`src/rtl/csr_rmw_if.sv`:
```
// Request/response channel between decode/execute and the CSR read-modify-write unit.
// master: the instruction issuer (drives req_*, resp_ready).
// slave : csr_rmw_unit (drives req_ready, resp_*).
interface csr_rmw_if #(
  parameter int unsigned XLEN       = 32,
  parameter int unsigned CSR_ADDR_W = 12
);
  logic                  req_valid;
  logic                  req_ready;
  logic [2:0]            req_funct3;
  logic [CSR_ADDR_W-1:0] req_csr_addr;
  logic [XLEN-1:0]       req_rs1_data;
  logic [4:0]            req_rs1_idx;
  logic                  resp_valid;
  logic                  resp_ready;
  logic [XLEN-1:0]       resp_rd_data;
  logic                  resp_illegal;

  modport master (
    output req_valid, req_funct3, req_csr_addr, req_rs1_data, req_rs1_idx, resp_ready,
    input  req_ready, resp_valid, resp_rd_data, resp_illegal
  );

  modport slave (
    input  req_valid, req_funct3, req_csr_addr, req_rs1_data, req_rs1_idx, resp_ready,
    output req_ready, resp_valid, resp_rd_data, resp_illegal
  );
endinterface

```
`src/rtl/csr_rmw_unit.sv`:
```
// Sequenced read-modify-write engine for Zicsr instructions against csr_regfile.
// Ports:
//   clock, reset   single clock, synchronous active-high reset
//   rif            request/response channel (slave side)
//   csr_addr       address to csr_regfile (held outside READ/WRITE)
//   csr_w_data     write data to csr_regfile (held outside WRITE)
//   csr_w_en       write strobe, high only during WRITE
//   csr_r_data     combinational read data from csr_regfile
module csr_rmw_unit #(
  parameter int unsigned XLEN       = 32,
  parameter int unsigned CSR_ADDR_W = 12
) (
  input  logic                  clock,
  input  logic                  reset,
  csr_rmw_if.slave              rif,
  output logic [CSR_ADDR_W-1:0] csr_addr,
  output logic [XLEN-1:0]       csr_w_data,
  output logic                  csr_w_en,
  input  logic [XLEN-1:0]       csr_r_data
);

  typedef enum logic [1:0] {S_IDLE, S_READ, S_WRITE, S_RESP} state_t;

  state_t                state, state_d;
  logic [2:0]            op_f3, op_f3_d;
  logic [XLEN-1:0]       op_src, op_src_d;
  logic                  op_wr, op_wr_d;
  logic [CSR_ADDR_W-1:0] addr_d;
  logic [XLEN-1:0]       wdata_d;
  logic                  wen_d;
  logic                  rvalid_d;
  logic                  ill_d;
  logic [XLEN-1:0]       rd_d;
  logic                  accept;

  // Only the implemented machine-mode CSRs are reachable.
  function automatic logic is_legal_addr(input logic [CSR_ADDR_W-1:0] a);
    case (a)
      CSR_ADDR_W'('h300), CSR_ADDR_W'('h304), CSR_ADDR_W'('h305),
      CSR_ADDR_W'('h340), CSR_ADDR_W'('h341), CSR_ADDR_W'('h342),
      CSR_ADDR_W'('h343), CSR_ADDR_W'('h344): is_legal_addr = 1'b1;
      default:                                is_legal_addr = 1'b0;
    endcase
  endfunction

  assign rif.req_ready = (state == S_IDLE);
  assign accept        = rif.req_valid & rif.req_ready;

  // Next-state and next-output logic.
  always_comb begin
    state_d  = state;
    op_f3_d  = op_f3;
    op_src_d = op_src;
    op_wr_d  = op_wr;
    addr_d   = csr_addr;
    wdata_d  = csr_w_data;
    wen_d    = 1'b0;
    rvalid_d = rif.resp_valid;
    ill_d    = rif.resp_illegal;
    rd_d     = rif.resp_rd_data;

    case (state)
      S_IDLE: begin
        if (accept) begin
          op_f3_d  = rif.req_funct3;
          op_src_d = rif.req_funct3[2] ? XLEN'(rif.req_rs1_idx) : rif.req_rs1_data;
          // Set/clear forms with rs1/zimm == 0 are pure reads.
          op_wr_d  = (rif.req_funct3[1:0] == 2'b01) || (rif.req_rs1_idx != 5'd0);
          if (is_legal_addr(rif.req_csr_addr) && (rif.req_funct3[1:0] != 2'b00)) begin
            addr_d  = rif.req_csr_addr;
            state_d = S_READ;
          end else begin
            rvalid_d = 1'b1;
            ill_d    = 1'b1;
            rd_d     = '0;
            state_d  = S_RESP;
          end
        end
      end
      S_READ: begin
        // Capture the old value and precompute the write so csr_w_data is stable through WRITE.
        rd_d  = csr_r_data;
        ill_d = 1'b0;
        wen_d = op_wr;
        if (op_wr) begin
          case (op_f3[1:0])
            2'b10:   wdata_d = csr_r_data | op_src;
            2'b11:   wdata_d = csr_r_data & ~op_src;
            default: wdata_d = op_src;
          endcase
        end
        state_d = S_WRITE;
      end
      S_WRITE: begin
        rvalid_d = 1'b1;
        state_d  = S_RESP;
      end
      S_RESP: begin
        if (rif.resp_ready) begin
          rvalid_d = 1'b0;
          ill_d    = 1'b0;
          state_d  = S_IDLE;
        end
      end
      default: state_d = S_IDLE;
    endcase
  end

  // State and registered outputs.
  always_ff @(posedge clock) begin
    if (reset) begin
      state            <= S_IDLE;
      op_f3            <= 3'd0;
      op_src           <= '0;
      op_wr            <= 1'b0;
      csr_addr         <= '0;
      csr_w_data       <= '0;
      csr_w_en         <= 1'b0;
      rif.resp_valid   <= 1'b0;
      rif.resp_illegal <= 1'b0;
      rif.resp_rd_data <= '0;
    end else begin
      state            <= state_d;
      op_f3            <= op_f3_d;
      op_src           <= op_src_d;
      op_wr            <= op_wr_d;
      csr_addr         <= addr_d;
      csr_w_data       <= wdata_d;
      csr_w_en         <= wen_d;
      rif.resp_valid   <= rvalid_d;
      rif.resp_illegal <= ill_d;
      rif.resp_rd_data <= rd_d;
    end
  end

endmodule

```
`src/flat_wrapper.sv`:
```
// flat-port wrapper written by rule: the top's interface ports become plain ports
module csr_rmw_unit_flat 
#(
  parameter int unsigned XLEN       = 32,
  parameter int unsigned CSR_ADDR_W = 12
)
  (clock, reset, csr_addr, csr_w_data, csr_w_en, csr_r_data, rif_req_valid, rif_req_funct3, rif_req_csr_addr, rif_req_rs1_data, rif_req_rs1_idx, rif_resp_ready, rif_req_ready, rif_resp_valid, rif_resp_rd_data, rif_resp_illegal);
  csr_rmw_if #(.XLEN(XLEN), .CSR_ADDR_W(CSR_ADDR_W)) rif_i ();
  input  logic clock;
  input  logic reset;
  output logic [CSR_ADDR_W-1:0] csr_addr;
  output logic [XLEN-1:0] csr_w_data;
  output logic csr_w_en;
  input  logic [XLEN-1:0] csr_r_data;
  input wire logic [$bits(rif_i.req_valid)-1:0] rif_req_valid;
  input wire logic [$bits(rif_i.req_funct3)-1:0] rif_req_funct3;
  input wire logic [$bits(rif_i.req_csr_addr)-1:0] rif_req_csr_addr;
  input wire logic [$bits(rif_i.req_rs1_data)-1:0] rif_req_rs1_data;
  input wire logic [$bits(rif_i.req_rs1_idx)-1:0] rif_req_rs1_idx;
  input wire logic [$bits(rif_i.resp_ready)-1:0] rif_resp_ready;
  output wire logic [$bits(rif_i.req_ready)-1:0] rif_req_ready;
  output wire logic [$bits(rif_i.resp_valid)-1:0] rif_resp_valid;
  output wire logic [$bits(rif_i.resp_rd_data)-1:0] rif_resp_rd_data;
  output wire logic [$bits(rif_i.resp_illegal)-1:0] rif_resp_illegal;
  assign rif_i.req_valid = rif_req_valid;
  assign rif_i.req_funct3 = rif_req_funct3;
  assign rif_i.req_csr_addr = rif_req_csr_addr;
  assign rif_i.req_rs1_data = rif_req_rs1_data;
  assign rif_i.req_rs1_idx = rif_req_rs1_idx;
  assign rif_i.resp_ready = rif_resp_ready;
  assign rif_req_ready = rif_i.req_ready;
  assign rif_resp_valid = rif_i.resp_valid;
  assign rif_resp_rd_data = rif_i.resp_rd_data;
  assign rif_resp_illegal = rif_i.resp_illegal;
  csr_rmw_unit #(.XLEN(XLEN), .CSR_ADDR_W(CSR_ADDR_W)) u_core (.clock(clock), .reset(reset), .rif(rif_i), .csr_addr(csr_addr), .csr_w_data(csr_w_data), .csr_w_en(csr_w_en), .csr_r_data(csr_r_data));
endmodule
```
`config.mk`:
```
export PLATFORM = sky130hd
export DESIGN_NAME = csr_rmw_unit_flat
export DESIGN_NICKNAME = d
export VERILOG_FILES = /design/src/rtl/csr_rmw_if.sv /design/src/rtl/csr_rmw_unit.sv /design/src/flat_wrapper.sv
export SDC_FILE = /design/constraint.sdc
export NUM_CORES = 1
export LEC_CHECK = 0
export ABC_AREA = 1
export CAP_MARGIN = 10
export CORE_MARGIN = 2
export CORE_UTILIZATION = 46
export DETAILED_ROUTE_END_ITERATION = 16
export GPL_ROUTABILITY_DRIVEN = 0
export MAX_ROUTING_LAYER = met4
export PLACE_DENSITY = 0.79
export SYNTH_ARGS = -nofsm -noshare
export SYNTH_HDL_FRONTEND = slang
export SYNTH_SLANG_ARGS = --single-unit
export TNS_END_PERCENT = 30
```
`constraint.sdc`:
```
create_clock -name clock -period 1.9 [get_ports clock]
set_input_delay 0.19 -clock clock [delete_from_list [all_inputs] [get_ports clock]]
set_output_delay 0.19 -clock clock [all_outputs]
set_load 0.02 [all_outputs]
```
### After elaboration in Yosys (flattened, before gate mapping)

Index checks and enable logic that the tools add are counted.

* register bits after elaboration: 116
* bits in latches: 0
* RAM bits: 0
* bits in read-only memories: 0
* bits of input ports: 88
* output and inout port bits: 80
* logic and storage cells: 66
* memories kept: 0

* $add $sub $neg: 0
* multipliers: 0
* divide/modulo/power cells: 0
* magnitude comparators: 0
* eq/ne operators: 17
* shift operators: 0
* muxes and demuxes: 17
* bitwise operators: 5
* reductions and logical operators: 17

Operator list (number)
* 32-bit one-hot mux with 2 select lines: 2
* 12-bit by 10-bit equality test with 1-bit output, second input constant: 8
* 32-bit two-way mux: 3
* 32-bit AND: 1
* 32-bit inverter: 1
* 32-bit bitwise OR: 1
* 2-bit equality test, second input constant: 4
* 2-bit one-hot mux with 4 select lines: 1
* 4-bit AND reduction: 2
* 8-bit OR reduction: 1
* 1-bit two-way mux: 6
* 2-bit two-way mux: 3
* 2-bit != test, second input constant: 3
* 1-bit one-hot mux with 3 select lines: 2
* 2-bit AND reduction: 3
* 3-bit AND reduction: 2
* 3-bit nonzero test: 2
* 5-bit nonzero test: 1
* 2-bit by 1-bit equality test with 1-bit output, second input constant: 2
* 2-bit nonzero test: 2
* 2-bit logical NOT: 1
* 2-bit OR reduction: 1
* 1-bit AND: 1
* 1-bit logical AND: 1
* other kinds (2): 2

### Longest topological paths before layout

Gate-level depths: netlist of run 1.

* depth in word-level cells: 9
* depth in mapped cells: 10
* depth with buffers taken out: 9

### Worst setup path before layout of run 1

No wires, ideal clock.

* kind: register -> register
* from: reg u_core.state[0]
* to: reg u_core.rif.resp_rd_data[30]
* library setup time: 114 ps
* data arrival time: 1597 ps
* required time: 1786 ps
* path slack: 189 ps
* stages on the path, launching flop included: 11
* path buffers: 1
* cell sequence: dfxtp_1 > inv_1 > ha_1 > nand3b_1 > nor2_1 > nand3_2 > nand2_2 > buf_4 > nand2_1 > nand2_1 > nor2_1

* longest elaborated chain between the ends: 4
* elaborated cells between the ends (all ways): 8

Ends and longest elaborated chain
* start, declared: RTL line csr_rmw_unit.sv:24 `state_t state, state_d;`
* start signal, assigned: RTL line csr_rmw_unit.sv:123 `state <= state_d;`
* 2-bit logical NOT *: RTL line csr_rmw_unit.sv:46 `assign rif.req_ready = (state == S_IDLE);`
* net rif_req_ready: RTL line flat_wrapper.sv:21 `output wire logic [$bits(rif_i.req_ready)-1:0] rif_req_ready;`
* 1-bit AND: RTL line csr_rmw_unit.sv:47 `assign accept = rif.req_valid & rif.req_ready;`
* 2-bit != test (no line)
* 3-bit AND reduction (no line)
* end signal, assigned: RTL line csr_rmw_unit.sv:132 `rif.resp_rd_data <= rd_d;`
* end, declared: RTL line csr_rmw_if.sv:26 `output req_ready, resp_valid, resp_rd_data, resp_illegal`

The timed path passes the listed nets; every way through them passes the cells marked *.
A chain may end at the register's enable or synchronous reset.

### Worst setup path in the final report of run 1

* from: reg u_core.state[1]
* to: reg u_core.csr_w_data[21]

* longest elaborated chain between the ends: 2

Ends and longest elaborated chain
* 2-bit by 1-bit equality test with 1-bit output: RTL line csr_rmw_unit.sv:62 `case (state)`
* 2-bit AND reduction (no line)
* end signal, assigned: RTL line csr_rmw_unit.sv:128 `csr_w_data <= wdata_d;`
* end, declared: RTL line csr_rmw_unit.sv:17 `output logic [XLEN-1:0] csr_w_data,`

Every way passes these cells.

==> results of run 1 <==
-- flip-flops by register name, summed over array words and instances, names as in the netlist --
| name | cells |
|---|---|
| u_core.csr_addr | 12 |
| u_core.csr_w_data | 32 |
| u_core.csr_w_en | 1 |
| u_core.op_f3 | 2 |
| u_core.op_src | 32 |
| u_core.op_wr | 1 |
| u_core.rif.resp_illegal | 1 |
| u_core.rif.resp_rd_data | 32 |
| u_core.rif.resp_valid | 1 |
| u_core.state | 2 |
-- routing by layer --
layer	share of wire, %	vias to the layer above
li1	-	2644
met1	40	2541
met2	50	249
met3	7.5	38
met4	2.5	0
met5	0	-
-- cells in the final DEF, fill, tap and decap left out, types with 2 or more instances in the layout --
cell type and instances:
sky130_fd_sc_hd__bufinv_16 4, sky130_fd_sc_hd__nand2_1 180, sky130_fd_sc_hd__o21ai_0 8, sky130_fd_sc_hd__clkinv_4 2, sky130_fd_sc_hd__clkbuf_8 4, sky130_fd_sc_hd__clkbuf_16 16, sky130_fd_sc_hd__buf_12 3, sky130_fd_sc_hd__ha_1 3
sky130_fd_sc_hd__o211ai_1 37, sky130_fd_sc_hd__clkinvlp_4 3, sky130_fd_sc_hd__nor2_1 91, sky130_fd_sc_hd__nand2_2 2, sky130_fd_sc_hd__inv_2 3, sky130_fd_sc_hd__inv_1 88, sky130_fd_sc_hd__buf_4 19, sky130_fd_sc_hd__dfxtp_1 116
sky130_fd_sc_hd__or2_2 3, sky130_fd_sc_hd__nand3_1 54, sky130_fd_sc_hd__clkdlybuf4s50_1 166, sky130_fd_sc_hd__a21oi_1 90
-- final timing paths --
check | end | slack, ns | depth (start not counted)
max reg2reg | u_core.csr_w_data[21] | 0.13 | 7
max | u_core.csr_w_data[21] | 0.13 | 7
min | u_core.op_src[23] | 0.25 | 3
min reg2reg | u_core.csr_addr[8] | 0.45 | 2
-- layout make-up --
type / instances / area, µm²
fill: 844 / 3260
clock inverter: 11 / 174
sequential: 116 / 2320
tap: 140 / 175
clock buffer: 21 / 459
timing repair buffer: 189 / 1870
multi-input combinational: 476 / 2190
inverter: 92 / 345
-- worst max-delay path, delay by kind of cell (launching register included) --
kind	cells	cell delay, ns
AOI/OAI and AO/OA	1	0.20
and+or+nand+nor	1	0.20
adders and majority gates	1	0.28
buffers and inverters	4	0.59
DFF	1	0.39
-- power by group --
part / internal (mW) / switching, mW
sequential: 2.90 / 0.283
clock: 2.24 / 1.13
combinational: 1.67 / 2.40
-- logic make-up (layout without fill, tap and decap cells) --
logic type      Yosys count  after routing  synth area share [%]
simple gates            335            335                  26.7
fa+ha+maj                 4              4                 0.991
buf+inv                 137            313                  10.8
compound gates          137            137                  15.5
flops                   116            116                  46.0
==> metrics.log, run 1 <==
INFO  metric critPathLaunchType = register
INFO  metric post_synth_edffs = 0
INFO  metric clk_pin_slew = 0.06 ns
INFO  metric finalInstanceArea = 7530 µm²
INFO  metric max_freq = 566 MHz
INFO  metric port_buffers = 167
INFO  metric power.density = 1410 nW/µm²
INFO  metric gr-total-overflow = 0
INFO  metric postCtsSetupBuffers = 0
INFO  metric die-area = 11800 µm²
INFO  metric p_leak = 3.41 nW
INFO  metric die_h = 109 µm
INFO  metric vias_per_cell = 5.24
INFO  metric final_hold_viol_count = 0
INFO  metric clockRootBuffer = sky130_fd_sc_hd__clkbuf_8
INFO  metric vdd_drop_max = 744 µV
INFO  metric postSynthNetCount = 821
INFO  metric rows = 38
INFO  metric dpl_cell_area = 6900 µm²
INFO  metric min_period = 1.77 ns
INFO  metric synthesized_netlist_cell_count = 729
INFO  metric drt_first_pass_iters = 7
INFO  metric timing.slew.headroom = 71.6%
INFO  metric p_total = 10.6 mW
INFO  metric dp.cells = 1013
INFO  metric hold_crit_path_type = in -> reg
INFO  metric synth.top_cells.by_count = sky130_fd_sc_hd__nand2_1 (181), sky130_fd_sc_hd__dfxtp_1 (116), sky130_fd_sc_hd__nor2_1 (92)
INFO  metric synth-async-reset-ratio = 0%
INFO  metric final.setup.tns = 0 ns
INFO  metric ios = 168
INFO  metric finClkSkew = 0.00691 ns
INFO  metric post-synth-top-area-cell = sky130_fd_sc_hd__dfxtp_1
INFO  metric critical_path_arrival = 2.17 ns
INFO  metric wire_length_of_the_first_global_routing_pass = 25600 µm
INFO  metric grt_util_met2 = 47.9%
INFO  metric stdcell_count = 1045
INFO  metric regToRegStartpoint = u_core.state[1]
INFO  metric min_period_over_period = 93.0%
INFO  metric gr-usage-all-layers = 28.8%
INFO  metric antennaDiodeCount = 0
INFO  metric setup.worst_path.end_class = register
INFO  metric synthFlopType = sky130_fd_sc_hd__dfxtp_1
INFO  metric clock_insertion_delay_at_the_later_pin_of_the_skew_report = 0.51 ns
INFO  metric grt_max_degree = 32
INFO  metric synth_seq_area_share = 46.0%
INFO  metric cts_tree = yes
INFO  metric critPathMaxFanout = 12
INFO  metric timing.critical_path.slowest_cell_delay = 0.39 ns
INFO  metric initial_core_util = 46.8%
INFO  metric cts-root-to-sink-buffers = 2
INFO  metric drt-initial-drc-count = 327
INFO  metric synthDominantCellAreaShare = 46.0%
INFO  metric synth_seq_cells = 116
INFO  metric avgSynthCellArea = 6.93 µm²
INFO  metric core = 10800 µm²
INFO  metric critical_path.startpoint = u_core.state[1]
INFO  metric criticalPathCategory = reg -> reg
INFO  metric worst-slew-pin-transition = 0.421 ns
INFO  metric post_cts_hold_buffer_count = 0
INFO  metric global_route.usage.met1 = 33.4%
INFO  metric synth.cell_area = 5050 µm²
INFO  metric ys_types = 24
INFO  metric hold_ws = 0.247 ns
INFO  metric num-nets-final = 984
INFO  metric final_max_slew_viol_count = 0
INFO  metric chipWidth = 109 µm
INFO  metric postCtsResizedCells = 3
INFO  metric totalWireLength = 15900 µm
INFO  metric min-delay-start = rif_req_rs1_data[23]
INFO  metric worst_path_max_delay_cell = sky130_fd_sc_hd__dfxtp_1
INFO  metric series_of_cell_instances_along_the_critical_path = inv_1 -> ha_1 -> nand2_2 -> inv_1 -> buf_4 -> o211ai_1 -> inv_1
INFO  metric postRouteAntennaNets = 0
INFO  metric drc_violations_left = 0
INFO  metric cap_violations = 0
INFO  metric yosysWarnings = 0
INFO  metric post-route-util = 69.8%
INFO  metric first_global_vias = 5392
INFO  metric grt_setup_unrepaired = no
INFO  metric hpwlAfterDp = 11100 µm
INFO  metric post-route-worst-setup-slack = 0.133 ns
INFO  metric final-setup-viol-count = 0
INFO  metric cp.required = 2.31 ns
INFO  metric use_met3 = 6.46%
INFO  metric outcome = finished, final reports clean
INFO  metric crit_path_frequent_cell = sky130_fd_sc_hd__inv_1
INFO  metric routedWlPerCell = 15.2 µm
INFO  metric post_synth_main_area_contributors = sky130_fd_sc_hd__dfxtp_1 (46%), sky130_fd_sc_hd__nand2_1 (13%), sky130_fd_sc_hd__a21oi_1 (8.9%)
INFO  metric drive_gt1_share = 7.18%
INFO  metric placement.setup.worst_slack = 0.0805 ns
INFO  metric clock_sinks = 116
INFO  metric grt.busiest_layer = met2
INFO  metric area_added_between_synthesis_and_finish = 49.2%
INFO  metric number_of_antenna_violations_at_the_first_check_in_global_routing = 0
INFO  metric synthMostInstantiatedCell = sky130_fd_sc_hd__nand2_1
INFO  metric htree_num_levels = 4
INFO  metric route.vias.total = 5472
INFO  metric tritoncts_buffer_count = 17
No activity file was read; power rests on OpenSTA's default activity.
==> inputs of run 2 (changes only) <==
TNS_END_PERCENT = 1   (was 30)
==> results of run 2 <==
The final DEF is identical to that of run 1; final timing and power are the same.
==> inputs of run 3 (changes only) <==
CTS_CLUSTER_SIZE = 16   (was default)
==> results of run 3 <==
The final DEF is identical to that of run 1; final timing and power are the same.
